`src/rtl/pipe_stage_skid.sv`:
```
// Pipeline stage with valid/ready handshake and a 2-entry skid buffer.
// in_ready comes straight from the state register, so downstream stalls
// never turn into a combinational ready path. flush empties the stage on
// the next edge and takes priority over everything else.
// Optional: define PIPE_STAGE_STALL_CNT_EN to add a saturating stall_cnt
// output that counts cycles in which out_data is held by out_ready=0.
//
// state | meaning
// EMPTY | no word held, out_valid=0
// FULL  | main register holds the next word to emit
// SKID  | main and skid both hold words, skid is emitted after main
module pipe_stage_skid #(
  parameter int                 WIDTH       = 32,
  parameter logic [WIDTH-1:0]   RESET_VALUE = {WIDTH{1'b0}},
  parameter int                 CNT_W       = 16
) (
  input  logic             CLK,
  input  logic             RSTn,
  input  logic             flush,
  input  logic             in_valid,
  output logic             in_ready,
  input  logic [WIDTH-1:0] in_data,
  output logic             out_valid,
  input  logic             out_ready,
  output logic [WIDTH-1:0] out_data
`ifdef PIPE_STAGE_STALL_CNT_EN
  ,
  output logic [CNT_W-1:0] stall_cnt
`endif
);

  localparam logic [1:0] ST_EMPTY = 2'd0;
  localparam logic [1:0] ST_FULL  = 2'd1;
  localparam logic [1:0] ST_SKID  = 2'd2;

  logic [1:0]       state;
  logic [1:0]       state_nxt;
  logic [WIDTH-1:0] skid_data;
  logic             accept;
  logic             emit;
  logic             load_main_in;
  logic             load_main_skid;
  logic             load_skid;

  assign out_valid = (state != ST_EMPTY);
  assign in_ready  = (state != ST_SKID);
  assign accept    = in_valid & in_ready;
  assign emit      = out_valid & out_ready;

  // Next state and register load selects; flush overrides any transfer.
  always_comb begin
    state_nxt      = state;
    load_main_in   = 1'b0;
    load_main_skid = 1'b0;
    load_skid      = 1'b0;
    if (flush) begin
      state_nxt = ST_EMPTY;
    end else begin
      case (state)
        ST_EMPTY: begin
          if (accept) begin
            load_main_in = 1'b1;
            state_nxt    = ST_FULL;
          end
        end
        ST_FULL: begin
          if (accept && emit) begin
            load_main_in = 1'b1;
          end else if (emit) begin
            state_nxt = ST_EMPTY;
          end else if (accept) begin
            load_skid = 1'b1;
            state_nxt = ST_SKID;
          end
        end
        ST_SKID: begin
          if (emit) begin
            load_main_skid = 1'b1;
            state_nxt      = ST_FULL;
          end
        end
        default: state_nxt = ST_EMPTY;
      endcase
    end
  end

  // State register.
  always_ff @(posedge CLK or negedge RSTn) begin
    if (!RSTn) begin
      state <= ST_EMPTY;
    end else begin
      state <= state_nxt;
    end
  end

  // Main and skid data registers; flushed contents are left stale and masked by out_valid.
  always_ff @(posedge CLK or negedge RSTn) begin
    if (!RSTn) begin
      out_data  <= RESET_VALUE;
      skid_data <= {WIDTH{1'b0}};
    end else begin
      if (load_main_in) begin
        out_data <= in_data;
      end else if (load_main_skid) begin
        out_data <= skid_data;
      end
      if (load_skid) begin
        skid_data <= in_data;
      end
    end
  end

`ifdef PIPE_STAGE_STALL_CNT_EN
  // Saturating count of held-output cycles; flush deliberately leaves it alone.
  always_ff @(posedge CLK or negedge RSTn) begin
    if (!RSTn) begin
      stall_cnt <= {CNT_W{1'b0}};
    end else if (out_valid && !out_ready && (stall_cnt != {CNT_W{1'b1}})) begin
      stall_cnt <= stall_cnt + {{(CNT_W-1){1'b0}}, 1'b1};
    end
  end
`else
  // CNT_W stays in the parameter list so instantiations are identical in both builds.
  if (CNT_W < 1) begin : g_cnt_w_unused
  end
`endif

endmodule
```
`config.mk`:
```
export PLATFORM = sky130hd
export DESIGN_NAME = pipe_stage_skid
export DESIGN_NICKNAME = d
export VERILOG_FILES = /design/src/rtl/pipe_stage_skid.sv
export SDC_FILE = /design/constraint.sdc
export NUM_CORES = 1
export LEC_CHECK = 0
export CAP_MARGIN = 20
export CORE_ASPECT_RATIO = 1.2
export CORE_UTILIZATION = 40
export DETAILED_ROUTE_END_ITERATION = 12
export HOLD_SLACK_MARGIN = 0.08
export PLACE_DENSITY = 0.74
export SLEW_MARGIN = 20
export SYNTH_ARGS = -nofsm -noshare
export SYNTH_HDL_FRONTEND = slang
export SYNTH_SLANG_ARGS = --single-unit
```
`constraint.sdc`:
```
create_clock -name CLK -period 2.47 [get_ports CLK]
set_clock_uncertainty 0.05 [all_clocks]
set_input_delay 0.247 -clock CLK [delete_from_list [all_inputs] [get_ports CLK]]
set_output_delay 0.247 -clock CLK [all_outputs]
set_load 0.05 [all_outputs]
```
---- Word level (Yosys, flattened, before mapping) ----
Index checks and enable logic that the tools add are counted.
word-level totals
  logic and storage cells ................. 37
  register bits after elaboration ......... 66
  output and inout bits ................... 34
cells by class
  equality and inequality tests ........... 7
  reduce and logical (&&, ||, !) cells .... 5
  bitwise gates (word level) .............. 2
  mux-type cells .......................... 20
operators by type and width
  kind                                                             count
  32-bit 2-to-1 mux                                                2
  2-bit 2-to-1 mux                                                 6
  1-bit 2-to-1 mux                                                 10
  3-bit inequality test, second input constant                     3
  2-bit one-hot mux with 3 select lines                            1
  4-bit inequality test, second input constant                     1
  4-bit AND reduction                                              1
  2-bit nonzero test                                               2
  1-bit bitwise AND                                                2
  2-bit by 1-bit == test with 1-bit output, second input constant  1
  2-bit == test, second input constant                             1
  2-bit zero test                                                  1
  2-bit inequality test, second input constant                     1
  1-bit one-hot mux with 2 select lines                            1
  1-bit logical AND                                                1

---- Logic depth before layout (Yosys ltp) ----
  depth in word-level cells ............... 7
  gate-level depth with buffers ........... 5
  gate-level depth less buffers ........... 3

---- Worst setup path before layout ----
Ideal clock, no wire load.
  kind .................................... register to register
  start point ............................. register state[0]
  end point ............................... register out_data[0]
  setup time .............................. 0.126 ns
  period minus slack after synthesis ...... 1.456 ns
  path slack .............................. 1.014 ns
  stages on the path, launching flop included .. 5
  data required time ...................... 2.294 ns
  data arrival time ....................... 1.280 ns
  path through ............................ dfrtp_1 and4bb_1 a31oi_2 buf_2 a221o_1
on the way
  cells in the longest elaborated chain, start to end .. 7
  elaborated cells on any way between the ends .. 17
  those cells by class .................... 3 x eq/ne; 8 x mux; 2 x bitwise; 4 x reduce/logical
ends and longest elaborated chain
  what                                                                line    source
  start, declared                                                     36      logic [1:0] state;
  start signal, assigned                                              92      state <= state_nxt;
  2-bit inequality test / 2-bit nonzero test (equally long branches)  46, 45
  1-bit bitwise AND, on equally long branches                         47, 48
  1-bit logical AND                                                   67      if (accept && emit) begin
  1-bit 2-to-1 mux                                                    67
  1-bit one-hot mux with 2 select lines                               59      case (state)
  1-bit 2-to-1 mux                                                    56      if (flush) begin
  32-bit 2-to-1 mux / 2-bit nonzero test (equally long branches)      --
  end signal, assigned                                                103     out_data <= in_data;
  end signal, assigned                                                105     out_data <= skid_data;
  end, declared                                                       25      output logic [WIDTH-1:0] out_data
Parallel ways exist; a longest one is shown, timed or not.
A chain may end at the register's enable or synchronous reset.

---- Worst setup path after layout ----
  start point ............................. register state[0]
  end point ............................... output out_valid
on the way
  cells in the longest elaborated chain, start to end .. 1
ends and longest elaborated chain
  what                line  source
  2-bit nonzero test  45    assign out_valid = (state != ST_EMPTY);
  end, declared       23    output logic out_valid,
Every way passes these cells.

==> results.md <==
- Antenna violations before repair: 0
- Synth cell count leaders: dfrtp_1, a221o_1, and2_1, mux2_2, buf_2
- Mapped Area: between 0.002 and 0.003 mm2
- # fillers: 536
- TritonCTS Buffers: 9
- Ys Warns: 0
- Maximum buffer depth of the clock tree: 2
- Setup bufs post-CTS: 0
- Synth area leader: dfrtp_1
- Io pins: 71
- Startpoint types: register
- Setup Total Neg Slack: 0 ns
- Worst Setup EP: out_valid
- Diode count: 0
- Global-route wire length before repair: 9370 um
- Number of synthesized flops with an enable pin: 0
- Total grt overflow: 0
- Avg Cell Area, Syn: 14.28 um2
- Drt total wl: 5614 um
- Multi-input gate area: 999.7 um2
- CP max FO: 7
- Root Buffer: clkbuf_8
- Internal: 2495 uW
- Worst-margin pin slew: 0.9199 ns
- Distinct cell type count after synthesis: 22
- Psw: 994.2 uW
- Worst reg2reg setup slack: 0.63 ns
- Worst path required time: 2.17 ns
- Synth top area share: 60.55%
- Yosys reg bits: 66
- Count leader, synth: dfrtp_1
- Htree depth: 3
- Die W: 77.38 um
- Routed Antenna Nets: 0
- CP Capture Type: output port
- Seq/Total Area, Yosys: a little over 60%
- Hold Path Class: reg2reg
- FFs w/ async S/R, synth: 100.0%
- Reg2reg start: state[0]$_DFFE_PN0P_
- Die area: approximately 0.007 mm2
- Peak VDD IR: 0.4943 mV
- Switching Fraction: 28.50%
- Vias: 1830
- Syn Inst Count: about 190
- Vias/cell: approximately 5.2
- Sequential power share: between 40% and 50%
- Register area: approximately 0.0017 mm2
- Worst Setup SP: state[0]$_DFFE_PN0P_
- Area Growth Syn to Fin: 38.44%
- Max Cap Violations: 0
- Fraction of layout cells with a size suffix above 1: roughly a fifth
- Gpl congestion: a little over 0.7
- Layout Nets: 301
- Final core utilization: 57.86%
- Outcome: finished clean
- Arrival @ worst endpoint: 1.80 ns
- Via count of the first global-routing pass: 1959
- Chip Height: 92.46 um
- P per Cell Area: 923.9 mW/mm2
- FF-to-FF End: out_data[11]$_DFFE_PN0P_
- Later-pin clock latency in the skew report: 0.34 ns
- Clock slew at reported path FFs: 0.07 ns
- Crit Path Class: reg2out
- Iter 0 DRT Violations: 81
- DRT Pass-1 Iters: 4
- CTS tree: yes
- Synth area leaders: dfrtp_1, mux2_2, a221o_1, and2_1, buf_6
- Clock network power share: about a third
- Clk sink count: 66
- Final Cycle Share: 84.73%
- Placeable Area: ~0.0065 mm2
- Core Rows: 32
- Final setup fails: 0
- Pin count of the biggest net entering global routing: 67
- Final HPWL DP: 3490 um
- Buffers on Ports: 70
- Max Fclk: around 480 MHz
- Avg WL per Cell: 15.86 um
- Final Critical Period: ~2.1 ns
- Final hold vios: 0
- Comb power frac: approximately 25%
- Syn Nets: between 200 and 250
- Dominant synthesized flop cell: dfrtp_1
- Pwr Total: about 3500 uW
- Starting Density: a little over two fifths
- Total track usage: 17.32%
- Unrepaired setup endpoints after global routing: false
- Slew Limit Fails: 0
- CTS resizes: 0
- Pleak: approximately 0.0016 uW
- DRC viols: 0
- Slew headroom: 38.67%
- Worst Reg-to-Reg Cells: 3
[logic make-up after synthesis]
| group | after synthesis | share of synthesized area, % |
|---|---|---|
| flip-flops | 66 | 60.55 |
| AND/OR/NAND/NOR | 44 | 10.23 |
| AO/OA/AOI/OAI | 35 | 12.71 |
| multiplexers | 32 | 13.21 |
| buffers and inverters | 14 | 3.303 |
[final cells by class]
class | instances | share of cell area [%]
inverter | 1 | 0.09940
sequential | 66 | 43.74
multi-input combinational | 111 | 26.47
timing repair buffer | 75 | 19.81
clock inverter | 5 | 3.313
tap | 85 | 2.816
clock buffer | 11 | 3.744
[metrics by stage]
| stage | instances | hold slack, ns | setup WS (ns) | area [um2] |
|---|---|---|---|---|
| 4_1_cts | 354 | 0.4494 | 0.3531 | 3776 |
| 2_1_floorplan | 191 | -0.09859 | 1.014 | 2728 |
| 5_1_grt | 354 | 0.4667 | 0.3192 | 3776 |
| 3_5_place_dp | 337 | 0.4286 | 0.2781 | 3500 |
| 6_report | 354 | 0.4454 | 0.3773 | 3776 |
| 3_3_place_gp | 337 | 0.4222 | 0.3199 | 3500 |
[worst min-delay path by stage]
| stage | from | end | depth (start not counted) |
|---|---|---|---|
| after global routing | skid_data[21]$_DFFE_PN0P_ | skid_data[21]$_DFFE_PN0P_ | 1 |
| after CTS | skid_data[0]$_DFFE_PN0P_ | skid_data[0]$_DFFE_PN0P_ | 1 |
| after detailed placement | RSTn | out_data[12]$_DFFE_PN0P_ | 2 |
| after global placement | RSTn | out_data[12]$_DFFE_PN0P_ | 2 |
| final | skid_data[4]$_DFFE_PN0P_ | skid_data[4]$_DFFE_PN0P_ | 1 |
| after floorplan | RSTn | out_data[0]$_DFFE_PN0P_ | 0 |
[worst max-delay path: stages, from the launching register on]
cell	delay, ns
dfrtp_1	0.45
or2_2	0.31
clkdlybuf4s50_1	0.70
[state kept, by name, summed over array words and instances, names as in the netlist]
register	flops
state	2
out_data	32
skid_data	32
[layout by cell type, fill, tap and decap left out]
master,netlist,final
and4bb_1,1,1
dfrtp_1,66,66
clkbuf_8,0,10
dlygate4sd3_1,0,1
clkbuf_1,3,1
clkdlybuf4s50_1,0,69
clkinv_2,0,1
and2_1,32,32
a31oi_1,1,1
nor2b_2,1,1
bufinv_16,0,4
buf_4,0,3
nand2b_2,1,1
and3_1,1,1
nor2_1,1,1
nand2b_1,1,1
nand2_1,2,2
inv_1,1,1
nand3b_1,1,1
a21boi_0,1,1
nand3_2,0,1
buf_2,6,1
buf_12,0,1
or3_1,1,1
a31oi_4,0,1
a221o_1,32,32
mux2_2,32,32
or2_2,1,1
[routing by layer]
layer  track usage (%)  wire length [um]
met5                 0                 0
met3             5.616               234
met1             21.63              2522
met4             7.862                38
met2             27.21              2818
[timing repair]
item                                   CTS  global route
hold buffers                             1             0
endpoints found under the hold margin   66             0
setup endpoints to repair                0             0
[power groups by stage]
stage          logic [uW]  clock network [uW]  registers, uW
3_3_place_gp          847                   0           1440
2_1_floorplan         257                   0           1720
4_1_cts               869                1230           1430
6_report              859                1200           1430
3_5_place_dp          866                   0           1450
5_1_grt               903                1280           1460
Note: power is estimated with default switching activity, not from simulation.
